--- src/rtl/spi_byte_decoder_if.sv ---
// Byte-stream input and RAM write / refresh outputs of spi_byte_decoder.
// The decoder connects through the slave modport; the byte source and RAM side use master.
interface spi_byte_decoder_if #(
    parameter int ADDR_W = 10
);
    logic              byte_valid_in;
    logic [7:0]        byte_data_in;
    logic              ram_wr_en_out;
    logic [ADDR_W-1:0] ram_wr_addr_out;
    logic [7:0]        ram_wr_data_out;
    logic              refresh_out;
    logic [15:0]       frame_cnt_out;

    modport slave (
        input  byte_valid_in,
        input  byte_data_in,
        output ram_wr_en_out,
        output ram_wr_addr_out,
        output ram_wr_data_out,
        output refresh_out,
        output frame_cnt_out
    );

    modport master (
        output byte_valid_in,
        output byte_data_in,
        input  ram_wr_en_out,
        input  ram_wr_addr_out,
        input  ram_wr_data_out,
        input  refresh_out,
        input  frame_cnt_out
    );
endinterface

--- src/rtl/spi_byte_decoder.sv ---
// SPI command decoder: parses set-address / write-memory / refresh commands into RAM writes.
// Define SPI_DECODER_FRAME_CNT_EN to build the 16-bit refresh (frame) counter.
module spi_byte_decoder #(
    parameter int         ADDR_W      = 10,
    parameter logic [7:0] CMD_ADDR    = 8'h2A,
    parameter logic [7:0] CMD_WRITE   = 8'h2C,
    parameter logic [7:0] CMD_REFRESH = 8'h3C
) (
    input  logic             clk_in,
    input  logic             rst_in,
    input  logic             spi_cs_n_in,
    spi_byte_decoder_if.slave bus
);

    // High-byte staging keeps only the bits that survive truncation (ADDR_W in 9..16).
    localparam int HI_W = ADDR_W - 8;

    localparam logic [2:0] ST_IDLE    = 3'd0;
    localparam logic [2:0] ST_ADDR_HI = 3'd1;
    localparam logic [2:0] ST_ADDR_LO = 3'd2;
    localparam logic [2:0] ST_WRITE   = 3'd3;
    localparam logic [2:0] ST_DISCARD = 3'd4;

    logic [2:0]        state;
    logic [HI_W-1:0]   addr_hi;
    logic [ADDR_W-1:0] ptr;

    logic              cs_meta;
    logic              cs_sync;
    logic              cs_prev;
    logic [1:0]        sync_fill;
    logic              armed;
    logic              txn_start;

    logic              wr_en;
    logic [ADDR_W-1:0] wr_addr;
    logic [7:0]        wr_data;
    logic              refresh;
    logic              refresh_hit;

    // A falling edge only counts once CS has been seen idle since reset, so a
    // reset in the middle of a transaction cannot fake a start edge.
    assign txn_start   = armed & cs_prev & ~cs_sync;
    assign refresh_hit = bus.byte_valid_in & ~txn_start & (state == ST_IDLE)
                         & (bus.byte_data_in == CMD_REFRESH);

    always_ff @(posedge clk_in) begin
        if (rst_in) begin
            // NOTE: synchronizer flops reset to the idle (high) CS level, not 0,
            // otherwise the release of reset itself would look like a CS edge.
            cs_meta   <= 1'b1;
            cs_sync   <= 1'b1;
            cs_prev   <= 1'b1;
            sync_fill <= 2'b00;
            armed     <= 1'b0;
            state     <= ST_IDLE;
            addr_hi   <= '0;
            ptr       <= '0;
            wr_en     <= 1'b0;
            wr_addr   <= '0;
            wr_data   <= 8'h00;
            refresh   <= 1'b0;
        end else begin
            // NOTE: non-blocking assignments throughout, so every flop samples
            // the pre-edge value of the others regardless of statement order.
            cs_meta   <= spi_cs_n_in;
            cs_sync   <= cs_meta;
            cs_prev   <= cs_sync;
            sync_fill <= {sync_fill[0], 1'b1};
            armed     <= armed | (sync_fill[1] & cs_sync);

            wr_en     <= 1'b0;
            refresh   <= refresh_hit;

            if (txn_start) begin
                state <= ST_IDLE;
            end else if (bus.byte_valid_in) begin
                case (state)
                    ST_IDLE: begin
                        if (bus.byte_data_in == CMD_ADDR)       state <= ST_ADDR_HI;
                        else if (bus.byte_data_in == CMD_WRITE) state <= ST_WRITE;
                        else                                    state <= ST_DISCARD;
                    end
                    ST_ADDR_HI: begin
                        addr_hi <= bus.byte_data_in[HI_W-1:0];
                        state   <= ST_ADDR_LO;
                    end
                    ST_ADDR_LO: begin
                        ptr   <= {addr_hi, bus.byte_data_in};
                        state <= ST_DISCARD;
                    end
                    ST_WRITE: begin
                        wr_en   <= 1'b1;
                        wr_addr <= ptr;
                        wr_data <= bus.byte_data_in;
                        ptr     <= ptr + ADDR_W'(1);
                    end
                    default: state <= ST_DISCARD;
                endcase
            end
        end
    end

    assign bus.ram_wr_en_out   = wr_en;
    assign bus.ram_wr_addr_out = wr_addr;
    assign bus.ram_wr_data_out = wr_data;
    assign bus.refresh_out     = refresh;

`ifdef SPI_DECODER_FRAME_CNT_EN
    logic [15:0] frame_cnt;

    // Counts on the same edge that raises refresh_out, so the new count appears with the pulse.
    always_ff @(posedge clk_in) begin
        if (rst_in)           frame_cnt <= 16'h0000;
        else if (refresh_hit) frame_cnt <= frame_cnt + 16'd1;
    end

    assign bus.frame_cnt_out = frame_cnt;
`else
    assign bus.frame_cnt_out = 16'h0000;
`endif

endmodule
--- src/flat_wrapper.sv ---
// flat-port wrapper written by rule: the top's interface ports become plain ports
module spi_byte_decoder_flat 
#(
    parameter int         ADDR_W      = 10,
    parameter logic [7:0] CMD_ADDR    = 8'h2A,
    parameter logic [7:0] CMD_WRITE   = 8'h2C,
    parameter logic [7:0] CMD_REFRESH = 8'h3C
)
  (clk_in, rst_in, spi_cs_n_in, bus_byte_valid_in, bus_byte_data_in, bus_ram_wr_en_out, bus_ram_wr_addr_out, bus_ram_wr_data_out, bus_refresh_out, bus_frame_cnt_out);
  spi_byte_decoder_if #(.ADDR_W(ADDR_W)) bus_i ();
  input  logic clk_in;
  input  logic rst_in;
  input  logic spi_cs_n_in;
  input wire logic [$bits(bus_i.byte_valid_in)-1:0] bus_byte_valid_in;
  input wire logic [$bits(bus_i.byte_data_in)-1:0] bus_byte_data_in;
  output wire logic [$bits(bus_i.ram_wr_en_out)-1:0] bus_ram_wr_en_out;
  output wire logic [$bits(bus_i.ram_wr_addr_out)-1:0] bus_ram_wr_addr_out;
  output wire logic [$bits(bus_i.ram_wr_data_out)-1:0] bus_ram_wr_data_out;
  output wire logic [$bits(bus_i.refresh_out)-1:0] bus_refresh_out;
  output wire logic [$bits(bus_i.frame_cnt_out)-1:0] bus_frame_cnt_out;
  assign bus_i.byte_valid_in = bus_byte_valid_in;
  assign bus_i.byte_data_in = bus_byte_data_in;
  assign bus_ram_wr_en_out = bus_i.ram_wr_en_out;
  assign bus_ram_wr_addr_out = bus_i.ram_wr_addr_out;
  assign bus_ram_wr_data_out = bus_i.ram_wr_data_out;
  assign bus_refresh_out = bus_i.refresh_out;
  assign bus_frame_cnt_out = bus_i.frame_cnt_out;
  spi_byte_decoder #(.ADDR_W(ADDR_W), .CMD_ADDR(CMD_ADDR), .CMD_WRITE(CMD_WRITE), .CMD_REFRESH(CMD_REFRESH)) u_core (.clk_in(clk_in), .rst_in(rst_in), .spi_cs_n_in(spi_cs_n_in), .bus(bus_i));
endmodule
--- config.mk ---
export PLATFORM = sky130hd
export DESIGN_NAME = spi_byte_decoder_flat
export DESIGN_NICKNAME = d
export VERILOG_FILES = /design/src/rtl/spi_byte_decoder_if.sv /design/src/rtl/spi_byte_decoder.sv /design/src/flat_wrapper.sv
export SDC_FILE = /design/constraint.sdc
export NUM_CORES = 1
export LEC_CHECK = 0
export CAP_MARGIN = 20
export CORE_MARGIN = 8
export CORE_UTILIZATION = 40
export DETAILED_ROUTE_END_ITERATION = 10
export GPL_TIMING_DRIVEN = 0
export PLACE_DENSITY = 0.76
export SYNTH_ARGS = -nofsm -noshare
export SYNTH_HDL_FRONTEND = slang
export SYNTH_SLANG_ARGS = --single-unit
export TNS_END_PERCENT = 100
--- constraint.sdc ---
create_clock -name clk_in -period 1.8 [get_ports clk_in]
set_clock_uncertainty 0.15 [all_clocks]
set_input_delay 0.36 -clock clk_in [delete_from_list [all_inputs] [get_ports clk_in]]
set_output_delay 0.36 -clock clk_in [all_outputs]
set_load 0.01 [all_outputs]
# Word-level counts from Yosys, hierarchy flattened
# Index checks and enable logic that the tools add are counted.
[totals]
reg_bits = 41
out_inout_bits = 36
word_cells = 45
input_bits = 12
[op_classes]
addsub = 1
n_eq_ne = 6
mux = 6
n_reduce_logical = 8
bitwise_logic = 11
[ops]
columns = ["cell", "count"]
rows = [
  ["== test 8 x 6 -> 1 bit, second input constant", 3],
  ["one-hot mux 10 bit (2 select lines)", 1],
  ["adder 10 x 1 -> 10 bit, second input constant", 1],
  ["one-hot mux 3 bit (3 select lines)", 1],
  ["AND reduction 3 bit", 3],
  ["AND 1 bit", 6],
  ["== test 3 x 2 -> 1 bit, second input constant", 2],
  ["two-way mux 3 bit", 2],
  ["inverter 1 bit", 4],
  ["== test 3 x 1 -> 1 bit, second input constant", 1],
  ["logical NOT 3 bit", 1],
  ["OR reduction 3 bit", 1],
  ["two-way mux 1 bit", 2],
  ["AND reduction 2 bit", 1],
  ["nonzero test 2 bit", 1],
  ["OR reduction 2 bit", 1],
  ["OR 1 bit", 1],
]

# Logic depth before layout (Yosys ltp)
[depth]
word_depth = 6
mapped_depth = 6
mapped_depth_nobuf = 5

# Worst setup path after synthesis
# No wires, ideal clock.
[synth_timing]
kind = "in2reg"
start = "input bus_byte_data_in[7]"
end = "register u_core.refresh, in the netlist u_core.bus.refresh_out"
setup_time_ns = 0.073
arrival_ns = 1.337
slack_ns = 0.240
required_time_ns = 1.577
path_buffers = 0
stages = 3
path_cell_list = "or4_4 or3_1 nor3_2"
[synth_between]
elab_chain_len = 2
[synth_rtl]
columns = ["item", "line", "rtl"]
rows = [
  ["start, declared", "flat_wrapper.sv:15", "input wire logic [$bits(bus_i.byte_data_in)-1:0] bus_byte_data_in;"],
  ["== test 8 x 6 -> 1 bit", "spi_byte_decoder.sv:45", "& (bus.byte_data_in == CMD_REFRESH);"],
  ["AND 1 bit", "spi_byte_decoder.sv:45", ""],
  ["end signal, assigned", "spi_byte_decoder.sv:73", "refresh <= refresh_hit;"],
  ["end, declared", "spi_byte_decoder.sv:38", "logic refresh;"],
]
# No other way between the ends.
# A chain may end at the register's enable or synchronous reset.

# Final worst setup path
[layout_timing]
start = "register u_core.wr_addr[7], in the netlist u_core.bus.ram_wr_addr_out[7]"
end = "output bus_ram_wr_addr_out[7]"
[layout_lines]
columns = ["item", "line", "rtl"]
rows = [
  ["start, declared", "spi_byte_decoder.sv:36", "logic [ADDR_W-1:0] wr_addr;"],
  ["start signal, assigned", "spi_byte_decoder.sv:94", "wr_addr <= ptr;"],
  ["end, declared", "flat_wrapper.sv:17", "output wire logic [$bits(bus_i.ram_wr_addr_out)-1:0] bus_ram_wr_addr_out;"],
]
# No word-level cell between the ends.

==> run metrics <==
Critical path origin u_core.bus.ram_wr_addr_out[7]; die area 7120 µm²; sink of the worst hold path u_core.state[2]; P_sw 0.440 mW; Vias/cell 5.20; routed vias 1638; RSZ-0062 raised after global routing false; worst hold-check path type primary input to flop; setup TNS 0 ps; initial antenna violation count 0; reg2reg path depth 5; Arrival @ worst endpoint 1200 ps; Inserted Diodes 0; Initial Util 40.4%; sequential share of power 50.7%; met2 WL 2150 µm; crit start category flop; Synth Area in XOR/XNOR 0.468%; Final period util 94.9%; mapped cell area 1870 µm²; Port Buffers 29; reg-to-reg endpoint u_core.ptr[7]; Final #Nets 273; Post-Synth Adder-Cell Area 0.668%; Critical Path Sink Type primary output; final hold viol count 0; met3 WL 339 µm; R2R Setup Slk 110 ps; Worst Hold Slack 158 ps; Clk pwr share 40.1%; CP Buf/Inv Count 1; Slew Viols, Final 0; top layer reached by signal wires met4; Pint 1.42 mW; Wirelength per Cell 14.2 µm; routed wire length 4480 µm; largest net degree at the start of global routing 15; crit path max fanout 2; Syn Area/Cell 8.91 µm²; FMAX 585 MHz; endpoints failing setup 0; layout cell share with drive strength beyond 1 16.5%; first-pass GRT wire length 7430 µm; GP Congestion 0.890; CTS tree done; Ports 48; dpl hpwl 3350 µm; Max VDD drop 0.000549 V; root buffer cell clkbuf_8; Die Height 84.4 µm; DR DRC count 0; Area Growth Syn to Fin 29.1%; clock-pin slew on the worst setup and hold paths 90 ps; compound-cell area share of the yosys netlist 12.1%; global route overflow 0; worst skew pair latency 290 ps; multiplexer share of the synthesized area 9.69%; unique cell type count in the Yosys netlist 44; combinational fraction of design power 9.2%; Leak 1.06 nW; CTS H-tree lvls 2; clock sinks 41; kind of critical path flop to primary output; num rows 25; fin area 2420 µm²; CORE AREA 4630 µm²; Synth Area in Simple Gates 22.7%; DRT Pass-1 Iters 4; clock buffer count from CTS 5; hold_sp bus_byte_valid_in; post-route ant nets 0; switch share 23.7%; largest family of logic cells by synthesized area simple AND/OR/NAND/NOR gates; status completed; vias in the first global route 1567; Final Power 1.86 mW; Worst-Margin Slew 528 ps; CP cell instances clkdlybuf4s50_1; Util after Layout 52.2%; GRT Overall Usage 12.6%; cell family with most CP delay buffers and inverters; Final min period 1710 ps; worst r2r src u_core.ptr[5]; hold-critical path depth 2; Power Dens Cells 770 nW/µm²; first-iteration detailed-routing DRC count 153; Slew headroom 64.8%; register area share after synthesis 43.9%; Placed Area 2290 µm²; CTS Buffer Depth 2; CP max stage delay 540 ps; WP data required 1290 ps; Cells after Synth 210; Synth Register Bits 41; Max Cap Viol 0; slowest CP cell clkdlybuf4s50_1; Die W 84.4 µm; Metal-1 WL 1950 µm; Syn. warnings 0
-- worst max-delay path by stage --
stage                                                to  slack, ps  depth (start not counted)
after floorplan                  u_core.bus.refresh_out        240                          3
after global placement                  u_core.state[0]       -300                          5
after detailed placement                u_core.state[0]       -390                          5
after CTS                        u_core.bus.refresh_out         20                          4
after global routing      u_core.bus.ram_wr_addr_out[7]          2                          5
final                            bus_ram_wr_addr_out[7]         90                          1
-- cells in the mapped netlist, drive strengths merged --
| cell | count | area share, % |
|---|---|---|
| inv | 3 | 0.60 |
| a2bb2oi | 1 | 0.47 |
| a32oi | 1 | 0.47 |
| nand2 | 14 | 2.8 |
| or2 | 4 | 1.3 |
| and3 | 2 | 0.67 |
| xnor2 | 1 | 0.47 |
| a311oi | 1 | 0.47 |
| nor4bb | 1 | 0.53 |
| mux2 | 1 | 0.60 |
| or3 | 1 | 0.33 |
| o211ai | 2 | 0.80 |
| o32ai | 2 | 0.94 |
| and2b | 1 | 0.40 |
| buf | 23 | 8.6 |
| clkbuf | 6 | 1.2 |
| nand2b | 2 | 0.67 |
| o41ai | 1 | 0.47 |
| a21oi | 13 | 3.5 |
| ha | 1 | 0.67 |
| mux2i | 17 | 9.1 |
| o22ai | 2 | 0.67 |
| and4 | 1 | 0.47 |
| o21ai | 2 | 0.53 |
| nor2b | 1 | 0.33 |
| nand3 | 8 | 2.1 |
| o31ai | 3 | 1.2 |
| nand3b | 2 | 0.80 |
| and3b | 1 | 0.47 |
| nand4 | 5 | 1.7 |
| nand4bb | 1 | 0.87 |
| a211oi | 4 | 1.6 |
| nor3 | 4 | 1.3 |
| conb | 1 | 0.20 |
| o211a | 1 | 0.53 |
| nor2 | 29 | 5.8 |
| dfxtp | 41 | 44 |
| a211o | 1 | 0.47 |
| nor4 | 3 | 1.0 |
| or4 | 2 | 1.0 |
-- layout by cell type, fill, tap and decap left out, types with 3 or more instances in the layout --
master / synthesis / layout
dfxtp_1: 41 / 39
nor2_1: 29 / 29
clkdlybuf4s50_1: 0 / 27
buf_4: 18 / 19
mux2i_1: 17 / 17
conb_1: 1 / 16
nand2_1: 14 / 14
a21oi_1: 13 / 13
nand3_1: 8 / 7
clkbuf_1: 6 / 5
nand4_1: 5 / 5
clkbuf_8: 0 / 5
buf_2: 5 / 4
a211oi_1: 4 / 4
inv_1: 3 / 3
or2_2: 3 / 3
o31ai_1: 3 / 3
nor3_1: 3 / 3
-- cells by family after synthesis --
kind of cell | count (synthesis)
compound gates | 34
xor+xnor | 1
fa+ha+maj | 1
buf+inv | 32
flops | 41
mux | 18
other cells | 1
simple gates | 82
-- sequential cells by signal, indices dropped and copies added, names as in the netlist --
signal	count
u_core.state	3
u_core.bus.refresh_out	1
u_core.sync_fill	2
u_core.ptr	10
u_core.bus.ram_wr_data_out	8
u_core.addr_hi	2
u_core.cs_prev	1
u_core.cs_sync	1
u_core.bus.ram_wr_en_out	1
u_core.armed	1
u_core.cs_meta	1
u_core.bus.ram_wr_addr_out	10
-- layer usage --
metal / vias to the layer above / global-route usage, %
met4: 0 / 3.56
met2: 61 / 21.2
li1: 813 / -
met3: 8 / 4.10
met5: - / 0
met1: 756 / 14.8
-- what timing repair did --
item / 4_1_cts / 5_1_grt
buffers inserted: 0 / 0
setup endpoints to repair: 3 / 14
hold buffers: 0 / 0
pin swaps: 0 / 1
resized for setup: 2 / 7
-- final cells by class --
class | instances | area [µm²]
fill | 450 | 2210
multi-input combinational | 152 | 926
sequential | 41 | 823
timing repair buffer | 29 | 292
buffer | 28 | 181
clock buffer | 5 | 68.8
tap | 54 | 67.6
clock inverter | 3 | 46.3
inverter | 3 | 11.3
-- power by group through the flow --
stage	Clock, mW	Sequential [mW]	Combinational (mW)
after floorplan	0	0.960	0.117
after global placement	0	0.963	0.166
after detailed placement	0	0.964	0.169
after CTS	0.753	0.942	0.170
after global routing	0.793	0.946	0.188
final	0.746	0.944	0.171
-- metrics by stage --
| stage | setup slack [ps] | std cells |
|---|---|---|
| floorplan | 240 | 225 |
| finish | 91.6 | 315 |
| global route | 1.60 | 315 |
| detailed placement | -387 | 308 |
| CTS | 22.2 | 316 |
| global placement | -299 | 308 |
Note: power is estimated with default switching activity, not from simulation.
